## src/rtl/systolic_scheduler.sv

```systemverilog
// Sequencer for an N x N weight-stationary systolic array: weight load, skewed vector stream, result valids.
// Optional SCHED_WEIGHT_REUSE_EN adds a reuse_weights input that skips the weight load phase.
module systolic_scheduler #(
    parameter int MATRIX_SIZE = 2,
    parameter int VEC_W       = 8
) (
    input  logic                         clk,
    input  logic                         reset,
    input  logic                         start,
    input  logic [VEC_W-1:0]             num_vectors,
`ifdef SCHED_WEIGHT_REUSE_EN
    input  logic                         reuse_weights,
`endif
    output logic                         busy,
    output logic                         done,
    output logic [MATRIX_SIZE-1:0]       load_weight,
    output logic [MATRIX_SIZE-1:0]       enable_mult,
    output logic                         w_rd_en,
    output logic [VEC_W-1:0]             w_rd_addr,
    output logic [MATRIX_SIZE-1:0]       d_rd_en,
    output logic [MATRIX_SIZE*VEC_W-1:0] d_rd_addr,
    output logic [MATRIX_SIZE-1:0]       out_valid,
    output logic [MATRIX_SIZE*VEC_W-1:0] out_addr
);

    localparam int N  = MATRIX_SIZE;
    localparam int CW = VEC_W + 1;

    typedef enum logic [1:0] {
        IDLE   = 2'b00,
        LOAD_W = 2'b01,
        STREAM = 2'b10,
        DONE   = 2'b11
    } state_t;

    state_t               state_r, nxt_state_s;
    logic [CW-1:0]        cnt_r, nxt_cnt_s, last_t_s, nv_ext_s;
    logic [VEC_W-1:0]     nv_r, nxt_nv_s;
    logic                 skip_load_s;
    logic                 busy_s, done_s, w_rd_en_s;
    logic [N-1:0]         load_weight_s, enable_mult_s, out_valid_s;
    logic [VEC_W-1:0]     w_rd_addr_s;
    logic [N*VEC_W-1:0]   d_rd_addr_s, out_addr_s;

`ifdef SCHED_WEIGHT_REUSE_EN
    assign skip_load_s = reuse_weights;
`else
    assign skip_load_s = 1'b0;
`endif

    // Last stream count: the final column drains nv + 2N - 2 cycles after the first row starts.
    assign last_t_s = {1'b0, nv_r} + CW'(2 * N - 2);

    // Next-state, phase counter and latched vector count.
    always_comb begin
        nxt_state_s = state_r;
        nxt_cnt_s   = cnt_r;
        nxt_nv_s    = nv_r;
        case (state_r)
            IDLE: begin
                if (start) begin
                    nxt_nv_s  = num_vectors;
                    nxt_cnt_s = '0;
                    if (skip_load_s) begin
                        nxt_state_s = (num_vectors == '0) ? DONE : STREAM;
                    end else begin
                        nxt_state_s = LOAD_W;
                    end
                end else begin
                    nxt_cnt_s = '0;
                end
            end
            LOAD_W: begin
                if (cnt_r == CW'(N - 1)) begin
                    nxt_cnt_s   = '0;
                    nxt_state_s = (nv_r == '0) ? DONE : STREAM;
                end else begin
                    nxt_cnt_s = cnt_r + 1'b1;
                end
            end
            STREAM: begin
                if (cnt_r == last_t_s) begin
                    nxt_cnt_s   = '0;
                    nxt_state_s = DONE;
                end else begin
                    nxt_cnt_s = cnt_r + 1'b1;
                end
            end
            DONE: begin
                nxt_cnt_s   = '0;
                nxt_state_s = IDLE;
            end
            default: begin
                nxt_cnt_s   = '0;
                nxt_state_s = IDLE;
            end
        endcase
    end

    // Decode the outputs for the state/count being entered so the registered outputs are Moore-aligned.
    always_comb begin
        busy_s        = (nxt_state_s != IDLE);
        done_s        = (nxt_state_s == DONE);
        load_weight_s = '0;
        w_rd_en_s     = 1'b0;
        w_rd_addr_s   = '0;
        enable_mult_s = '0;
        d_rd_addr_s   = '0;
        out_valid_s   = '0;
        out_addr_s    = '0;
        nv_ext_s      = {1'b0, nxt_nv_s};
        if (nxt_state_s == LOAD_W) begin
            load_weight_s = '1;
            w_rd_en_s     = 1'b1;
            w_rd_addr_s   = VEC_W'(N - 1) - nxt_cnt_s[VEC_W-1:0];
        end else if (nxt_state_s == STREAM) begin
            for (int r = 0; r < N; r++) begin
                if ((nxt_cnt_s >= CW'(r)) && (nxt_cnt_s < CW'(r) + nv_ext_s)) begin
                    enable_mult_s[r]               = 1'b1;
                    d_rd_addr_s[r*VEC_W +: VEC_W]  = nxt_cnt_s[VEC_W-1:0] - VEC_W'(r);
                end else begin
                    enable_mult_s[r] = 1'b0;
                end
            end
            for (int c = 0; c < N; c++) begin
                if ((nxt_cnt_s >= CW'(N + c)) && (nxt_cnt_s < CW'(N + c) + nv_ext_s)) begin
                    out_valid_s[c]                = 1'b1;
                    out_addr_s[c*VEC_W +: VEC_W]  = nxt_cnt_s[VEC_W-1:0] - VEC_W'(N + c);
                end else begin
                    out_valid_s[c] = 1'b0;
                end
            end
        end else begin
            load_weight_s = '0;
        end
    end

    // FSM state, counters and registered outputs.
    always_ff @(posedge clk) begin
        if (reset) begin
            state_r     <= IDLE;
            cnt_r       <= '0;
            nv_r        <= '0;
            busy        <= 1'b0;
            done        <= 1'b0;
            load_weight <= '0;
            enable_mult <= '0;
            w_rd_en     <= 1'b0;
            w_rd_addr   <= '0;
            d_rd_en     <= '0;
            d_rd_addr   <= '0;
            out_valid   <= '0;
            out_addr    <= '0;
        end else begin
            state_r     <= nxt_state_s;
            cnt_r       <= nxt_cnt_s;
            nv_r        <= nxt_nv_s;
            busy        <= busy_s;
            done        <= done_s;
            load_weight <= load_weight_s;
            enable_mult <= enable_mult_s;
            w_rd_en     <= w_rd_en_s;
            w_rd_addr   <= w_rd_addr_s;
            d_rd_en     <= enable_mult_s;
            d_rd_addr   <= d_rd_addr_s;
            out_valid   <= out_valid_s;
            out_addr    <= out_addr_s;
        end
    end

endmodule
```

## config.mk

```make
export PLATFORM = sky130hd
export DESIGN_NAME = systolic_scheduler
export DESIGN_NICKNAME = d
export VERILOG_FILES = /design/src/rtl/systolic_scheduler.sv
export SDC_FILE = /design/constraint.sdc
export NUM_CORES = 1
export LEC_CHECK = 0
export BUFFER_PORTS_ARGS = -buffer_cell sky130_fd_sc_hd__buf_4
export CAP_MARGIN = 20
export CORE_MARGIN = 5
export CORE_UTILIZATION = 50
export CTS_BUF_LIST = sky130_fd_sc_hd__clkbuf_4
export CTS_CLUSTER_SIZE = 8
export DETAILED_ROUTE_END_ITERATION = 10
export GPL_TIMING_DRIVEN = 0
export HOLD_SLACK_MARGIN = 0.08
export PLACE_DENSITY = 0.79
export SKIP_LAST_GASP = 1
export SLEW_MARGIN = 40
export SYNTH_ARGS = -nofsm -noshare
export SYNTH_HDL_FRONTEND = slang
export SYNTH_SLANG_ARGS = --single-unit
```

## constraint.sdc

```tcl
create_clock -name clk -period 4.7 [get_ports clk]
set_input_delay 0.235 -clock clk [delete_from_list [all_inputs] [get_ports clk]]
set_output_delay 0.235 -clock clk [all_outputs]
set_load 0.01 [all_outputs]
```

# Yosys cells after proc, flatten, opt, wreduce, memory -nomap -nowiden
# Cells that the tools add are included.
# Widths: inputs -> output; s select.
# op_classes
addsub	9
n_mul	0
div	0
order_cmp	8
n_eq_ne	8
shift	0
mux	16
bitwise	6
reduce_logical	14
# op_table
operator	n
$lt 9x9->1	3
$pmux 9 s3	1
$add 2x8->9 const A	2
$ge 9x1->1 const B	2
$ge 9x2->1 const B	2
$mux 9	2
$mux 8	2
$reduce_or 4->1	4
$sub 8x2->8 const B	2
$add 1x8->9 const A	1
$add 8x2->9 const B	1
$add 9x1->9 const B	1
$eq 9x1->1 const B	1
$eq 9x9->1	1
$lt 9x8->1	1
$eq 2x2->1 const B	4
$logic_not 8->1	1
$mux 2	4
$pmux 2 s4	1
$sub 1x8->8 const A	1
$sub 8x1->8 const B	1
$mux 1	6
$not 1->1	6
$eq 2x1->1 const B	2
5 further kinds	9
# totals
reg_bits	68
latchBits	0
ramBits	0
romBits	0
in_bits	11
out_inout_bits	51
mem_count	0

# Longest topological paths before layout
# depth
ltp_word	8
ltp_mapped	17
depth_no_buf	16

# Worst setup path after synthesis
# No wires, ideal clock.
# synth_timing
path_type	register -> register
startpoint	reg nv_r[1]
endpoint	reg out_addr[5]
arrival_time_ns	3.633
t_required_ns	4.614
slack_ns	0.981
path_stages_with_launch	17
period_less_slack_ns	3.719
cell_sequence	dfxtp_1 > ha_1 > buf_2 > o21ba_2 > a221oi_2 > a21oi_2 > o21a_1 > nor2_1 > buf_2 > buf_2 > nor2_1 > ha_1 > a21o_1 > a21o_1 > a221oi_1 > o311ai_4 > a211oi_1
# synth_between
elab_chain_len	8
word_cells_on_any_way	21
classes_between	add/sub: 3; order compare: 2; eq/ne: 3; mux: 8; bitwise: 2; reduce/logical: 3
# synth_lines
item	line	text
from (decl)	38	logic [VEC_W-1:0] nv_r, nxt_nv_s;
from (signal assigned)	157	nv_r <= nxt_nv_s;
$add 8x2->9 (*)	52	assign last_t_s = {1'b0, nv_r} + CW'(2 * N - 2);
$eq 9x9->1 (*)	82	if (cnt_r == last_t_s) begin
$mux 9 (*)	82	
$pmux 9 s3 (*)	59	case (state_r)
via nxt_cnt_s[6]	37	logic [CW-1:0] cnt_r, nxt_cnt_s, last_t_s, nv_ext_s;
$ge 9x2->1 / $lt 9x9->1 (equally long branches)	126	if ((nxt_cnt_s >= CW'(N + c)) && (nxt_cnt_s < CW'(N + c) + nv_ext_s)) begin
$logic_and 1x1->1 (*)	126	
$not 1->1 (no source line) (*)	n/a	
$reduce_or 4->1 (no source line) (*)	n/a	
to (signal assigned)	167	out_addr <= out_addr_s;
to (decl)	23	output logic [MATRIX_SIZE*VEC_W-1:0] out_addr
# Mark *: on every way through the listed nets, which the timed path passes. The rest lies on a longest branch.
# A chain may end at the register's enable or synchronous reset.

# Worst setup path after layout
# Ends and elaborated chain as after synthesis.

==> results.tsv <==
stage	metric	value	unit
critical_path	Worst Setup End Kind	flip-flop	
outcome	status	finished clean	
run	max_cap viols	0	
critical_path	R2R setup slack	0.20	ns
synthesis	ys flop type	dfxtp_1	
sta	unrepaired setup endpoints after global routing	no	
synthesis	synthesized area	4440	µm²
clock_network	Gates resized, CTS repair	1	
die	IO Pins	62	
die	Starting Density	51.2	%
sta	fin. max-slew vios	0	
final_layout	# nets final	620	
critical_path	Top delay family on crit path	compound AO/OA/AOI/OAI gates	
place	Post-DP HPWL	9620	µm
critical_path	largest stage delay on the critical path	0.46	ns
clock_network	worst skew pair latency	0.42	ns
die	row count	34	
sta	post-layout minimum cycle time	4.50	ns
critical_path	CP Launch Type	flip-flop	
drt	iteration-0 DRC count of the detailed router	355	
critical_path	Worst EP arrival	4.83	ns
clock_network	Hold-fix buffers, CTS	0	
place	IO Port Bufs	61	
sta	Fin. Hold Viols	0	
place	Final GP Congestion	0.943	
clock_network	Post-CTS Setup Inserts	0	
final_layout	final cell count without fillers	685	
sta	slew margin rel.	46.8	%
synthesis	Synth area leaders	dfxtp_1, ha_1, xnor2_1	
power	Worst VDD drop	0.000162	V
die	DIE WIDTH	104	µm
hold_path	hold_sp	num_vectors[2]	
die	core area	8680	µm²
die	die height	104	µm
synthesis	Synth top cells by count	dfxtp_1, nor2_1, ha_1	
drt	number of routed nets with antenna violations	0	
synthesis	post-synth top area cell	dfxtp_1	
critical_path	WS Path Type	flip-flop to flip-flop	
synthesis	most common cell in the synthesized netlist	dfxtp_1	
power	Pleak	2.29	nW
die	die area	10900	µm²
global_route	Tot GR Track Use	23.1	%
sta	maximum clock frequency	222	MHz
clock_network	root buffer cell	clkbuf_4	
synthesis	sequential share of the synthesized area	29.7	%
drt	vias	4115	
critical_path	Worst Setup SP	nv_r[1]	
synthesis	ys async rst share	0	%
final_layout	Area Overhead vs Synth	18.1	%
sta	ratio of final minimum period to clock period	95.7	%
critical_path	Critical path buffers and inverters	3	
synthesis	Post-synth EDFFs	0	
critical_path	worst path cell trace	ha_1 -> buf_2 -> o21ba_2 -> a221oi_2 -> a21oi_2 -> o21a_1 -> nor2_1 -> buf_2 -> clkbuf_4 -> nor2_1 -> ha_1 -> a21o_1 -> a21o_1 -> a221oi_2 -> o311ai_4 -> a211oi_1	
critical_path	origin of the critical flop-to-flop path	nv_r[1]	
drt	DRC errors left	0	
global_route	initial antenna violation count	1	
sta	clk_skew	0.0166	ns
sta	Slew @ Worst Pin	0.775	ns
synthesis	number of library cell types mapped by synthesis	83	
clock_network	clock sinks	66	
clock_network	Longest Clk Path Bufs	2	
hold_path	worst min-delay path class	primary input to flip-flop	
clock_network	total CTS buffers	9	
synthesis	Yosys top cell area share	29.7	%
sta	# setup viols final	0	
global_route	number of global-route vias before repair	4094	
clock_network	clk slew on worst S/H paths	0.12	ns
synthesis	Seq cells post-synth	66	
synthesis	Post-Syn Area per Cell	8.91	µm²
synthesis	Post-Synthesis Cells	499	
global_route	first-pass GRT wire length	20400	µm
place	dpl cells	668	
global_route	largest net degree at the start of global routing	13	
final_layout	share of post-route cells with drive strength above 1	25.2	%
global_route	grt ovf	0	
critical_path	Crit path required time	5.03	ns
sta	Hold Worst Slack	0.171	ns
clock_network	H-tree depth reported by CTS	3	
critical_path	CP Max Fanout	10	
synthesis	synthesis warning total	0	
drt	Avg WL per Cell	18.7	µm
sta	Sum Neg Setup Slack	0	ns
synthesis	post-synth net total	548	
drt	total wire length	12800	µm
drt	drt pass-1 iters	5	
power	PD cells	259	nW/µm²
clock_network	CTS tree	done	
drt	Via density	6.01	
critical_path	crit path max-delay cell type	a221oi_2	
==> flip-flops by register name, summed over array words and instances, names as in the netlist <==
signal,flops
out_addr,16
w_rd_addr,8
busy,1
d_rd_addr,16
out_valid,2
nv_r,8
done,1
load_weight,1
state_r,2
cnt_r,9
d_rd_en,2
==> placed cells by master (no fill, tap or decap), types with 10 or more instances in the layout <==
| cell | synthesis | routed |
|---|---|---|
| a211oi_1 | 11 | 11 |
| a21o_1 | 10 | 10 |
| a21oi_1 | 17 | 17 |
| buf_4 | 10 | 71 |
| clkbuf_4 | 0 | 11 |
| dfxtp_1 | 66 | 64 |
| ha_1 | 38 | 38 |
| inv_1 | 17 | 17 |
| nand2_1 | 22 | 22 |
| nand3_1 | 16 | 16 |
| nor2_1 | 53 | 53 |
| nor3_1 | 35 | 35 |
| o21ai_0 | 22 | 22 |
| xnor2_1 | 29 | 28 |
| xor2_1 | 16 | 16 |
==> metal layers <==
metal,part of all wire [%],vias up,GRT usage [%]
met2,50,186,39.5
met3,6.4,27,4.16
met4,2.2,0,9.16
met5,0,-,0
li1,-,1931,-
met1,41,1971,28.6
==> area by class of cell <==
| class | instances | area [µm²] |
|---|---|---|
| fillers | 780 | 3430 |
| multi-input cells | 388 | 2930 |
| flip-flops and latches | 66 | 1320 |
| repair buffers | 61 | 458 |
| plain buffers | 26 | 163 |
| well taps | 108 | 135 |
| clock inverters | 6 | 90.1 |
| clock buffers | 10 | 75.1 |
| inverters | 19 | 73.8 |
| diodes | 1 | 2.50 |
==> where the power goes <==
group	leakage (nW)	internal [mW]	switching, mW
combinational	1.66	0.128	0.199
clock	0.0870	0.223	0.221
sequential	0.535	0.572	0.0148
total	2.29	0.923	0.434
==> kinds of logic after synthesis <==
family / Yosys count / synth area share (%)
and+or+nand+nor: 189 / 23.0
AOI/OAI and AO/OA: 107 / 19.8
DFF: 66 / 29.7
xor gates and xnor gates: 45 / 8.87
buffers and inverters: 45 / 5.24
adders and majority gates: 40 / 11.2
muxes: 7 / 2.14
==> metrics by stage <==
stage | worst slack (ns) | util (%) | total power, mW | instance area [µm²]
global placement | 0.0507 | 58.0 | 0.903 | 5040
detailed placement | 0.0527 | 58.1 | 0.914 | 5040
CTS | 0.0329 | 60.1 | 1.35 | 5210
finish | 0.201 | 60.5 | 1.36 | 5250
global route | 0.00600 | 60.5 | 1.42 | 5250
floorplan | 0.981 | - | 0.829 | 4440
==> path summary, 6_finish.rpt <==
| kind | to | cells after the start |
|---|---|---|
| worst max-delay path | out_addr[5] | 16 |
| worst min-delay path | nv_r[2] | 3 |
| worst max register to register | out_addr[5] | 16 |
| worst min register to register | nv_r[2] | 2 |
==> worst register-to-register path: stages (launching register included) <==
cell and delay (ns):
dfxtp_2 0.40, ha_1 0.21, buf_2 0.18, o21ba_2 0.23
a221oi_2 0.28, a21oi_2 0.11, o21a_1 0.21, nor2_1 0.22
buf_2 0.32, clkbuf_4 0.30, nor2_1 0.17, ha_1 0.39
a21o_1 0.16, a21o_1 0.19, a221oi_2 0.46, o311ai_4 0.27
a211oi_1 0.32
(Power assumes the default switching activity.)
